--- config.mk ---
export PLATFORM = sky130hd
export DESIGN_NAME = instruction_fetch_unit
export DESIGN_NICKNAME = d
export VERILOG_FILES = /design/src/rtl/instruction_fetch_unit.sv
export SDC_FILE = /design/constraint.sdc
export NUM_CORES = 1
export LEC_CHECK = 0
export BUFFER_PORTS_ARGS = -buffer_cell sky130_fd_sc_hd__buf_2
export CELL_PAD_IN_SITES_DETAIL_PLACEMENT = 1
export CELL_PAD_IN_SITES_GLOBAL_PLACEMENT = 1
export CORE_AREA = 2 2 82 84
export DETAILED_ROUTE_END_ITERATION = 8
export DIE_AREA = 0 0 84 86
export HOLD_SLACK_MARGIN = 0.15
export PLACE_DENSITY = 0.82
export SKIP_CTS_REPAIR_TIMING = 1
export SLEW_MARGIN = 0
export SYNTH_ARGS = -nofsm -noshare
export SYNTH_HDL_FRONTEND = slang
export SYNTH_SLANG_ARGS = --single-unit
export TNS_END_PERCENT = 5
--- constraint.sdc ---
create_clock -name i_clock -period 4.4 [get_ports i_clock]
set_input_delay 0.66 -clock i_clock [delete_from_list [all_inputs] [get_ports i_clock]]
set_output_delay 0.66 -clock i_clock [all_outputs]
set_load 0.01 [all_outputs]
--- src/rtl/instruction_fetch_unit.sv ---
// rtl/instruction_fetch_unit.sv - fetch/decode front end with optional indirect address resolution
//
// Purpose:
//   Presents PC to a 4096x16 synchronous memory, captures the returned word
//   into IR, optionally resolves an indirect effective address with a second
//   read, and hands the decoded instruction to execute over valid/ready.
//
// Optional feature macro: INDIRECT_RESOLVE_EN
//   defined   - I=1 memory-reference instructions are resolved here
//               (INDIRECT/IWAIT states exist)
//   undefined - EA is always IR[A-1:0]; execute resolves indirection itself
//
// Ports:
//   i_clock           clock, all state changes on posedge
//   i_reset           synchronous active-high reset
//   i_fetch_enable    allow a new fetch to start
//   i_pc_load         redirect pulse from execute
//   i_pc_load_value   new PC on redirect
//   o_mem_address     memory read address (combinational)
//   i_mem_read_data   memory read data, valid the cycle after the address
//   o_instr_valid     decoded instruction available
//   i_instr_ready     execute accepts the instruction
//   o_instr_ir        raw instruction word
//   o_instr_opcode    IR[D-2:D-4]
//   o_instr_i_bit     IR[D-1]
//   o_instr_ea        effective address
//   o_instr_pc        address the instruction was fetched from

module instruction_fetch_unit #(
    parameter int A = 12,
    parameter int D = 16
) (
    input  logic         i_clock,
    input  logic         i_reset,
    input  logic         i_fetch_enable,
    input  logic         i_pc_load,
    input  logic [A-1:0] i_pc_load_value,
    output logic [A-1:0] o_mem_address,
    input  logic [D-1:0] i_mem_read_data,
    output logic         o_instr_valid,
    input  logic         i_instr_ready,
    output logic [D-1:0] o_instr_ir,
    output logic [2:0]   o_instr_opcode,
    output logic         o_instr_i_bit,
    output logic [A-1:0] o_instr_ea,
    output logic [A-1:0] o_instr_pc
);

    typedef enum logic [2:0] {
        S_FETCH    = 3'd0,
        S_FWAIT    = 3'd1,
        S_DECODE   = 3'd2,
        S_ISSUE    = 3'd3
`ifdef INDIRECT_RESOLVE_EN
        ,
        S_INDIRECT = 3'd4,
        S_IWAIT    = 3'd5
`endif
    } state_t;

    state_t       r_state;
    state_t       w_next_state;
    logic [A-1:0] r_pc;
    logic [D-1:0] r_ir;
    logic [A-1:0] r_ea;
    logic [A-1:0] r_instr_pc;
`ifdef INDIRECT_RESOLVE_EN
    logic [A-1:0] r_ar;
    logic         w_is_indirect;

    // Register/IO instructions (opcode 111) reuse the I bit, so they never go indirect.
    assign w_is_indirect = r_ir[D-1] && (r_ir[D-2:D-4] != 3'b111);
`endif

    always_ff @(posedge i_clock) begin
        if (i_reset) begin
            r_state <= S_FETCH;
        end else begin
            r_state <= w_next_state;
        end
    end

    always_comb begin
        w_next_state = r_state;
        case (r_state)
            S_FETCH:  if (i_fetch_enable) w_next_state = S_FWAIT;
            S_FWAIT:  w_next_state = S_DECODE;
`ifdef INDIRECT_RESOLVE_EN
            S_DECODE: w_next_state = w_is_indirect ? S_INDIRECT : S_ISSUE;
            S_INDIRECT: w_next_state = S_IWAIT;
            S_IWAIT:  w_next_state = S_ISSUE;
`else
            S_DECODE: w_next_state = S_ISSUE;
`endif
            S_ISSUE:  if (i_instr_ready) w_next_state = S_FETCH;
            default:  w_next_state = S_FETCH;
        endcase
        // A redirect abandons whatever is in flight, including a read whose data is due now.
        if (i_pc_load) begin
            w_next_state = S_FETCH;
        end
    end

    always_ff @(posedge i_clock) begin
        if (i_reset) begin
            r_pc       <= '0;
            r_ir       <= '0;
            r_ea       <= '0;
            r_instr_pc <= '0;
`ifdef INDIRECT_RESOLVE_EN
            r_ar       <= '0;
`endif
        end else if (i_pc_load) begin
            r_pc <= i_pc_load_value;
        end else begin
            case (r_state)
                S_FWAIT: begin
                    r_ir       <= i_mem_read_data;
                    r_instr_pc <= r_pc;
                    r_pc       <= r_pc + A'(1);
                end
                S_DECODE: begin
`ifdef INDIRECT_RESOLVE_EN
                    if (w_is_indirect) begin
                        r_ar <= r_ir[A-1:0];
                    end else begin
                        r_ea <= r_ir[A-1:0];
                    end
`else
                    r_ea <= r_ir[A-1:0];
`endif
                end
`ifdef INDIRECT_RESOLVE_EN
                S_IWAIT: r_ea <= i_mem_read_data[A-1:0];
`endif
                default: ;
            endcase
        end
    end

    always_comb begin
        o_mem_address = r_pc;
`ifdef INDIRECT_RESOLVE_EN
        if (r_state == S_INDIRECT || r_state == S_IWAIT) begin
            o_mem_address = r_ar;
        end
`endif
    end

    assign o_instr_valid  = (r_state == S_ISSUE);
    assign o_instr_ir     = r_ir;
    assign o_instr_opcode = r_ir[D-2:D-4];
    assign o_instr_i_bit  = r_ir[D-1];
    assign o_instr_ea     = r_ea;
    assign o_instr_pc     = r_instr_pc;

endmodule

# Word-level counts from Yosys, hierarchy flattened
# Cells that the tools add are included.
[word_totals]
output_inout_bits = 57
memories = 0
ramBits = 0
mem_bits_ro = 0
ff_bits = 55
input_bits = 33
latchBits = 0
word_cells = 23
[op_classes]
mux = 5
n_addsub = 1
n_lt_le_gt_ge = 0
n_eq_ne = 5
n_shift = 0
n_mul = 0
n_reduce_logical = 6
div_mod_pow = 0
bitwise = 1
[ops]
columns = ["cell", "n"]
rows = [
  ["2-to-1 mux 12 bit", 2],
  ["adder 12 x 1 -> 12 bit, second input constant", 1],
  ["one-hot mux 3 bit (4 select lines)", 1],
  ["equality test 3 x 2 -> 1 bit, second input constant", 2],
  ["2-to-1 mux 3 bit", 2],
  ["AND reduction 2 bit", 3],
  ["equality test 3 x 1 -> 1 bit, second input constant", 1],
  ["zero test 3 bit", 1],
  ["inequality test 2 x 1 -> 1 bit, second input constant", 1],
  ["inequality test 2 bit, second input constant", 1],
  ["nonzero test 2 bit", 1],
  ["OR reduction 2 bit", 1],
  ["inverter 1 bit", 1],
]

# Depth between registers and ports, before layout
# Gate-level depths: netlist of the first run.
[depth]
depth_word = 3
ltp_mapped = 8
depth_no_buf = 5

# Worst setup path after synthesis of the first run
# No wires, ideal clock.
[synth_timing]
kind = "in2reg"
from = "input port i_reset"
to = "register r_pc[10], in the netlist o_mem_address[10]"
path_stages = 4
arrival_time_ps = 1599
required_time_ps = 4338
setup_slack_ps = 2739
setup_ps = 62
n_path_buf = 1
path_cell_list = "clkbuf_1 nand4bb_1 or4_2 nand3_1"
[synth_rtl]
columns = ["element", "line_no", "text"]
rows = [
  ["start, declared", "34", "input logic i_reset,"],
  ["end signal, assigned", "114", "r_pc <= i_pc_load_value;"],
  ["end signal, assigned", "120", "r_pc <= r_pc + A'(1);"],
  ["end, declared", "63", "logic [A-1:0] r_pc;"],
]

# Final worst setup path of the first run
[layout_timing]
from = "register r_state[1]"
to = "register r_instr_pc[1], in the netlist o_instr_pc[1]"
[layout_between]
elab_chain_cells = 2
[layout_rtl]
columns = ["element", "line_no", "text"]
rows = [
  ["start, declared", "61", "state_t r_state;"],
  ["start signal, assigned", "79", "r_state <= w_next_state;"],
  ["equality test 3 x 1 -> 1 bit", "116", "case (r_state)"],
  ["AND reduction 2 bit (no line)", "-", ""],
  ["end signal, assigned", "119", "r_instr_pc <= r_pc;"],
  ["end, declared", "66", "logic [A-1:0] r_instr_pc;"],
]
# Every way passes these cells.
# A chain may end at the register's enable or synchronous reset.

==> impl_metrics.py, run 1 <==
metrics = {
    "detailed_routing": {
        "top_layer": "met4",
        "wl_met3_um": 316,
        "finalWirelength_um": 6240,
        "vias_per_cell": 4.99,
        "wl_per_cell_um": 14.7,
        "drtAntennaViolNets": 0,
        "first_pass_iters": 4,
        "dr_wl_met2_um": 2870,
        "route.detailed.drc": 0,
        "initialDrtViolationCount": 40,
        "routedLengthMet1_um": 2990,
        "via_count": 2127,
    },
    "setup_path": {
        "crit_slowest_cell": "nor2b_2",
        "critical_path_required_ps": 4630,
        "crit_type": "flip-flop to flip-flop",
        "path_cells": "inv_1, ha_1, nor2b_2, nand2_1, a21oi_1",
        "rr_startpoint": "r_state[1]",
        "cp_max_fo": 28,
        "arrival_ps": 2390,
        "reg2reg_depth": 5,
        "startpoint_type": "flip-flop",
        "worst_setup_path_end_kind": "flip-flop",
        "r2r-end": "o_instr_pc[1]",
        "timing.reg2reg.setup_slack_ps": 2240,
        "critPathMaxStageDelay_ps": 980,
    },
    "cts": {
        "clk_pin_slew_ps": 90,
        "worstSkewPairLatency_ps": 300,
        "cts_buffers": 5,
        "cts_sinks": 54,
        "clockRootBuffer": "clkbuf_8",
        "htree_num_levels": 2,
        "cts_tree": "done",
        "max-clock-path-buffers": 2,
    },
    "placed_design": {
        "place.gp.congestion": 0.803,
        "port_buffers": 89,
        "post-dp-hpwl_um": 4530,
    },
    "synthesis": {
        "syn_inst": 275,
        "syn_area_per_cell_um2": 8.09,
        "syn-num-nets": 313,
        "syn_area_um2": 2230,
        "ys.flop_type": "dfxtp_1",
        "ys_async_sr_fraction": 0,
        "ys_ff_latch": 54,
        "synth-edff-count": 0,
        "ys_seq_area_frac": 0.486,
        "synth_cell_type_count": 37,
        "yosys_warnings": 0,
    },
    "die": {
        "ioPinCount": 90,
        "die-area_um2": 7220,
        "fp.dieH_um": 86,
        "die_w_um": 84,
        "coreArea_um2": 6280,
        "rows": 29,
        "initial_core_util": 0.355,
    },
    "timing": {
        "hold_viol_final": 0,
        "slew_headroom": 0.225,
        "rsz0062_at_grt": "false",
        "finalCriticalPeriod_ps": 2160,
        "fmaxAchievable_ghz": 0.462,
        "finalSetupViolCount": 0,
        "drv_slew": 0,
        "finalCritPeriodShare": 0.492,
        "clock_skew_ps": 5.89,
        "whs_ps": 457,
        "tns_ps": 0,
        "worst_slew_pin_slew_ps": 1160,
    },
    "cells_and_area": {
        "areaGrowthSynthToFinish_pct": 24.5,
        "multi_input_area_um2": 1020,
        "nets": 387,
        "nFillCells": 811,
        "drive_gt1_frac": 0.295,
        "regArea_um2": 1080,
        "num_antenna_cells": 0,
    },
    "grt": {
        "grt_pass1_wl_um": 10100,
        "grt_max_degree": 55,
        "track_usage": 0.171,
        "grt_pass1_vias": 2082,
        "overflow": 0,
        "antenna_found_initial": 0,
    },
    "power": {
        "vdd_ir_drop_max_mv": 0.174,
        "power_mw": 0.946,
        "power_density_nw_per_um2": 341,
        "leakage_nw": 1.18,
    },
    "worst_hold_path": {
        "worstHoldPathCells": 2,
        "holdCritStartpoint": "o_instr_ea[10]",
        "holdPathEnd": "o_instr_ea[10]",
        "worstHoldPathType": "flip-flop to flip-flop",
    },
    "status": {
        "outcome": "finished clean",
    },
    "job": {
        "maxCapViolations": 0,
    },
}
==> synth_stat cells (all sizes together), types with 2 or more instances <==
library cell,count,area share
nand2,86,0.15
dfxtp,54,0.49
a21oi,43,0.097
buf,12,0.033
clkbuf,10,0.017
nor2,9,0.015
a311oi,5,0.020
ha,5,0.028
nand4,5,0.017
inv,4,0.0067
nand3,4,0.0090
nor2b,4,0.011
o21ai,4,0.0090
or4,4,0.014
xor2,4,0.016
a211oi,3,0.010
o31ai,3,0.010
nand2b,2,0.0056
o31a,2,0.0084
or3,2,0.0062
==> cells in the final DEF (no fill, tap or decap), types with 2 or more instances in the layout <==
cell      instances
nand2_1          86
nand3_1           4
or4_1             3
nand2b_1          2
a211oi_1          3
a21oi_1          43
nor2b_1           3
nor2_1            9
buf_2            89
o31ai_1           3
dfxtp_1          54
inv_1             4
nand4_1           4
xor2_1            4
clkbuf_8          6
ha_1              5
o21ai_0           4
a311oi_1          5
==> per-layer routing <==
| layer | up-vias | GRT usage |
|---|---|---|
| li1 | 1069 | - |
| met1 | 983 | 0.222 |
| met2 | 66 | 0.292 |
| met3 | 9 | 0.0404 |
| met4 | 0 | 0.0367 |
| met5 | - | 0 |
==> logic make-up after synthesis <==
| group | after synthesis | share of synthesized area |
|---|---|---|
| simple gates | 120 | 0.239 |
| buf+inv | 27 | 0.0585 |
| fa+ha+maj | 5 | 0.0281 |
| compound gates | 64 | 0.168 |
| flops | 54 | 0.486 |
| mux | 1 | 0.00506 |
| xor+xnor | 4 | 0.0157 |
==> worst max-delay path by stage <==
stage                     startpoint                 to  cells after the start
after detailed placement   i_pc_load      o_instr_pc[1]                      4
after global routing      r_state[1]      o_instr_pc[8]                      5
after floorplan              i_reset  o_mem_address[10]                      4
after global placement     i_pc_load     o_instr_pc[11]                      4
final                     r_state[1]      o_instr_pc[1]                      5
after CTS                 r_state[1]      o_instr_pc[1]                      5
==> state kept, by name, summed over array words and instances (netlist names) <==
register	cells
o_instr_ea	12
o_instr_ir	16
r_state	2
o_instr_pc	12
o_mem_address	12
==> power breakdown <==
| part | internal (mW) | switching, mW | leakage (nW) |
|---|---|---|---|
| clock network | 0.182 | 0.155 | 0.0573 |
| logic | 0.0366 | 0.0506 | 0.687 |
| registers | 0.503 | 0.0190 | 0.439 |
==> metrics by stage <==
step	setup WS (ps)	instances	area, um2	utilization
3_5_place_dp	2200	419	2660	0.424
5_1_grt	1910	426	2770	0.441
6_report	2240	426	2770	0.441
3_3_place_gp	2250	419	2660	0.424
2_1_floorplan	2740	275	2230	-
4_1_cts	2190	426	2770	0.441
==> area by class of cell <==
type,instances,share of cell area
multi-input cells,194,0.367
well taps,77,0.0348
flip-flops and latches,54,0.390
clock buffers,6,0.0298
clock inverters,1,0.0108
repair buffers,89,0.161
inverters,5,0.00677
==> worst max-delay path, delay by kind of cell (launching register included) <==
kind / cells / cell delay (ps)
AOI/OAI and AO/OA: 1 / 170
adders and majority gates: 1 / 350
buffers and inverters: 1 / 100
DFF: 1 / 350
and+or+nand+nor: 2 / 1110
No activity file was read; power rests on OpenSTA's default activity.
==> run 2: changes to the inputs <==
- CORE_AREA: 2 2 82 84 -> 2 2 84 86
- DIE_AREA: 0 0 84 86 -> 0 0 86 88
- PLACE_DENSITY: 0.82 -> 0.78
- clock period: 4.4 -> 2.1 ns (I/O delays scaled with it)
==> run 2 against run 1 <==
Effect of this change: die area increased by 4.8%; utilization decreased by 1.3 points; critical path depth unchanged; flip-flop and latch count unchanged; global-route usage decreased by 0.13 points; final cell count increased by 1.9%; combinational power increased by 120%; via count increased by 1.9%; first-iteration DRC count increased by 48%; worst hold slack got worse by 220 ps; non-clock buffer count increased by 4; critical path type unchanged; largest power group unchanged.
==> impl_metrics.py, run 2 (same netlist as run 1, synthesis figures left out) <==
metrics = {
    "power": {
        "leakage_nw": 1.22,
        "power_density_nw_per_um2": 749,
        "vdd_ir_drop_max_mv": 0.248,
        "internal_power_mw": 1.64,
        "switching_power_mw": 0.487,
        "pwr-share-comb": 0.089,
        "clkPwrFrac": 0.398,
        "power_mw": 2.13,
        "power_frac_seq": 0.512,
        "swShare": 0.229,
    },
    "cells_and_area": {
        "layout_common_cells": "buf_2, nand2_1, dfxtp_1, a21oi_1, nor2_1",
        "num_antenna_cells": 0,
        "areaGrowthSynthToFinish_pct": 27.9,
        "nets": 391,
        "mostFrequentLayoutCell": "buf_2",
        "drive_gt1_frac": 0.305,
        "fin_cells": 434,
        "largest_reg_flops": 16,
    },
    "timing": {
        "slew_headroom": 0.418,
        "clock_skew_ps": 4.05,
        "finalSetupViolCount": 0,
        "fin_ws_ps": 256,
        "whs_ps": 237,
        "drv_slew": 0,
        "finalCritPeriodShare": 0.878,
        "tns_ps": 0,
        "fmaxAchievable_ghz": 0.542,
        "hold_viol_final": 0,
        "rsz0062_at_grt": "false",
        "finalCriticalPeriod_ps": 1840,
        "worst_slew_pin_slew_ps": 872,
    },
    "detailed_routing": {
        "initialDrtViolationCount": 59,
        "vias_per_cell": 5.00,
        "drtAntennaViolNets": 0,
        "finalWirelength_um": 6260,
        "via_count": 2168,
        "route.detailed.drc": 0,
        "first_pass_iters": 4,
        "wl_per_cell_um": 14.4,
    },
    "grt": {
        "overflow": 0,
        "track_usage": 0.170,
        "grt_pass1_wl_um": 10300,
        "grt_pass1_vias": 2127,
        "grt_max_degree": 42,
        "antenna_found_initial": 0,
    },
    "setup_path": {
        "rr_startpoint": "r_state[1]",
        "crit_end": "o_mem_address[6]",
        "path_depth": 5,
        "r2r-end": "o_mem_address[6]",
        "crit_slowest_cell": "or3_2",
        "critPathMaxStageDelay_ps": 460,
        "startpoint_type": "flip-flop",
        "crit_buf_inv": 1,
        "path_cells": "inv_1, ha_1, nand2_1, or3_2, a311oi_1",
        "timing.reg2reg.setup_slack_ps": 260,
        "reg2reg_depth": 5,
        "crit_type": "flip-flop to flip-flop",
        "arrival_ps": 2070,
        "critical_path_required_ps": 2330,
        "cp_max_fo": 10,
        "crit_path_start": "r_state[1]",
        "path_delay_family": "simple AND/OR/NAND/NOR gates",
        "worst_setup_path_end_kind": "flip-flop",
    },
    "worst_hold_path": {
        "worstHoldPathType": "input port to flip-flop",
    },
    "cts": {
        "cts_sinks": 54,
        "max-clock-path-buffers": 2,
        "worstSkewPairLatency_ps": 300,
        "clockRootBuffer": "clkbuf_8",
        "cts_buffers": 5,
        "cts_tree": "done",
        "clk_pin_slew_ps": 100,
        "htree_num_levels": 2,
    },
    "die": {
        "die-area_um2": 7570,
        "die_w_um": 86,
        "fp.dieH_um": 88,
        "ioPinCount": 90,
        "coreArea_um2": 6640,
        "initial_core_util": 0.335,
        "rows": 30,
    },
    "placed_design": {
        "place_inst": 426,
        "place.gp.congestion": 0.746,
        "post-dp-hpwl_um": 4590,
        "pre_cts_slack_ps": 254,
        "port_buffers": 89,
    },
    "job": {
        "maxCapViolations": 0,
    },
    "status": {
        "outcome": "finished clean",
    },
}
## run 2: cell count changes in the layout (fill, tap and decap cells not counted), sizes merged
cell	previous run	this run
buf	89	93
bufinv	1	2
## run 2: area by class of cell
| type | instances | area [um2] |
|---|---|---|
| clock buffer | 6 | 82.6 |
| clock inverter | 2 | 60.1 |
| fill | 845 | 3800 |
| inverter | 5 | 18.8 |
| multi-input combinational | 194 | 1020 |
| sequential | 54 | 1080 |
| tap | 80 | 100 |
| timing repair buffer | 93 | 488 |
## run 2: worst min path at each step
stage                                   start              to  slack, ps  cells after the start
final                     i_mem_read_data[15]  o_instr_ir[15]        240                      3
after global routing      i_mem_read_data[12]  o_instr_ir[12]        240                      3
after CTS                  i_mem_read_data[9]   o_instr_ir[9]        230                      3
after detailed placement        o_instr_ea[2]   o_instr_ea[2]        450                      2
after global placement          o_instr_pc[8]   o_instr_pc[8]        440                      2
after floorplan            i_mem_read_data[0]   o_instr_ir[0]        450                      2
## run 2: power groups by stage
stage	Combinational [mW]	Sequential (mW)	Clock, mW
floorplan	0.0940	1.12	0
detailed placement	0.192	1.12	0
CTS	0.194	1.09	0.877
global placement	0.186	1.11	0
global route	0.214	1.10	0.921
finish	0.191	1.09	0.849
## run 2: per-stage QoR
step | utilization | instance area [um2]
6_report | 0.429 | 2850
5_1_grt | 0.429 | 2850
4_1_cts | 0.429 | 2850
3_5_place_dp | 0.407 | 2710
3_3_place_gp | 0.407 | 2710
2_1_floorplan | - | 2230
## run 2: metal layers
| layer | routed length (um) | global-route usage | up-vias | share of wire |
|---|---|---|---|---|
| met3 | 414 | 0.0377 | 4 | 0.066 |
| met4 | 48 | 0.0476 | 0 | 0.0077 |
| met1 | 2810 | 0.222 | 1012 | 0.45 |
| li1 | - | - | 1083 | - |
| met5 | 0 | 0 | - | 0 |
| met2 | 2990 | 0.282 | 69 | 0.48 |
## run 2: tightest hold or removal path, stage by stage
cell	delay (ps)
buf_2	100
nand2_1	40
a21oi_1	50
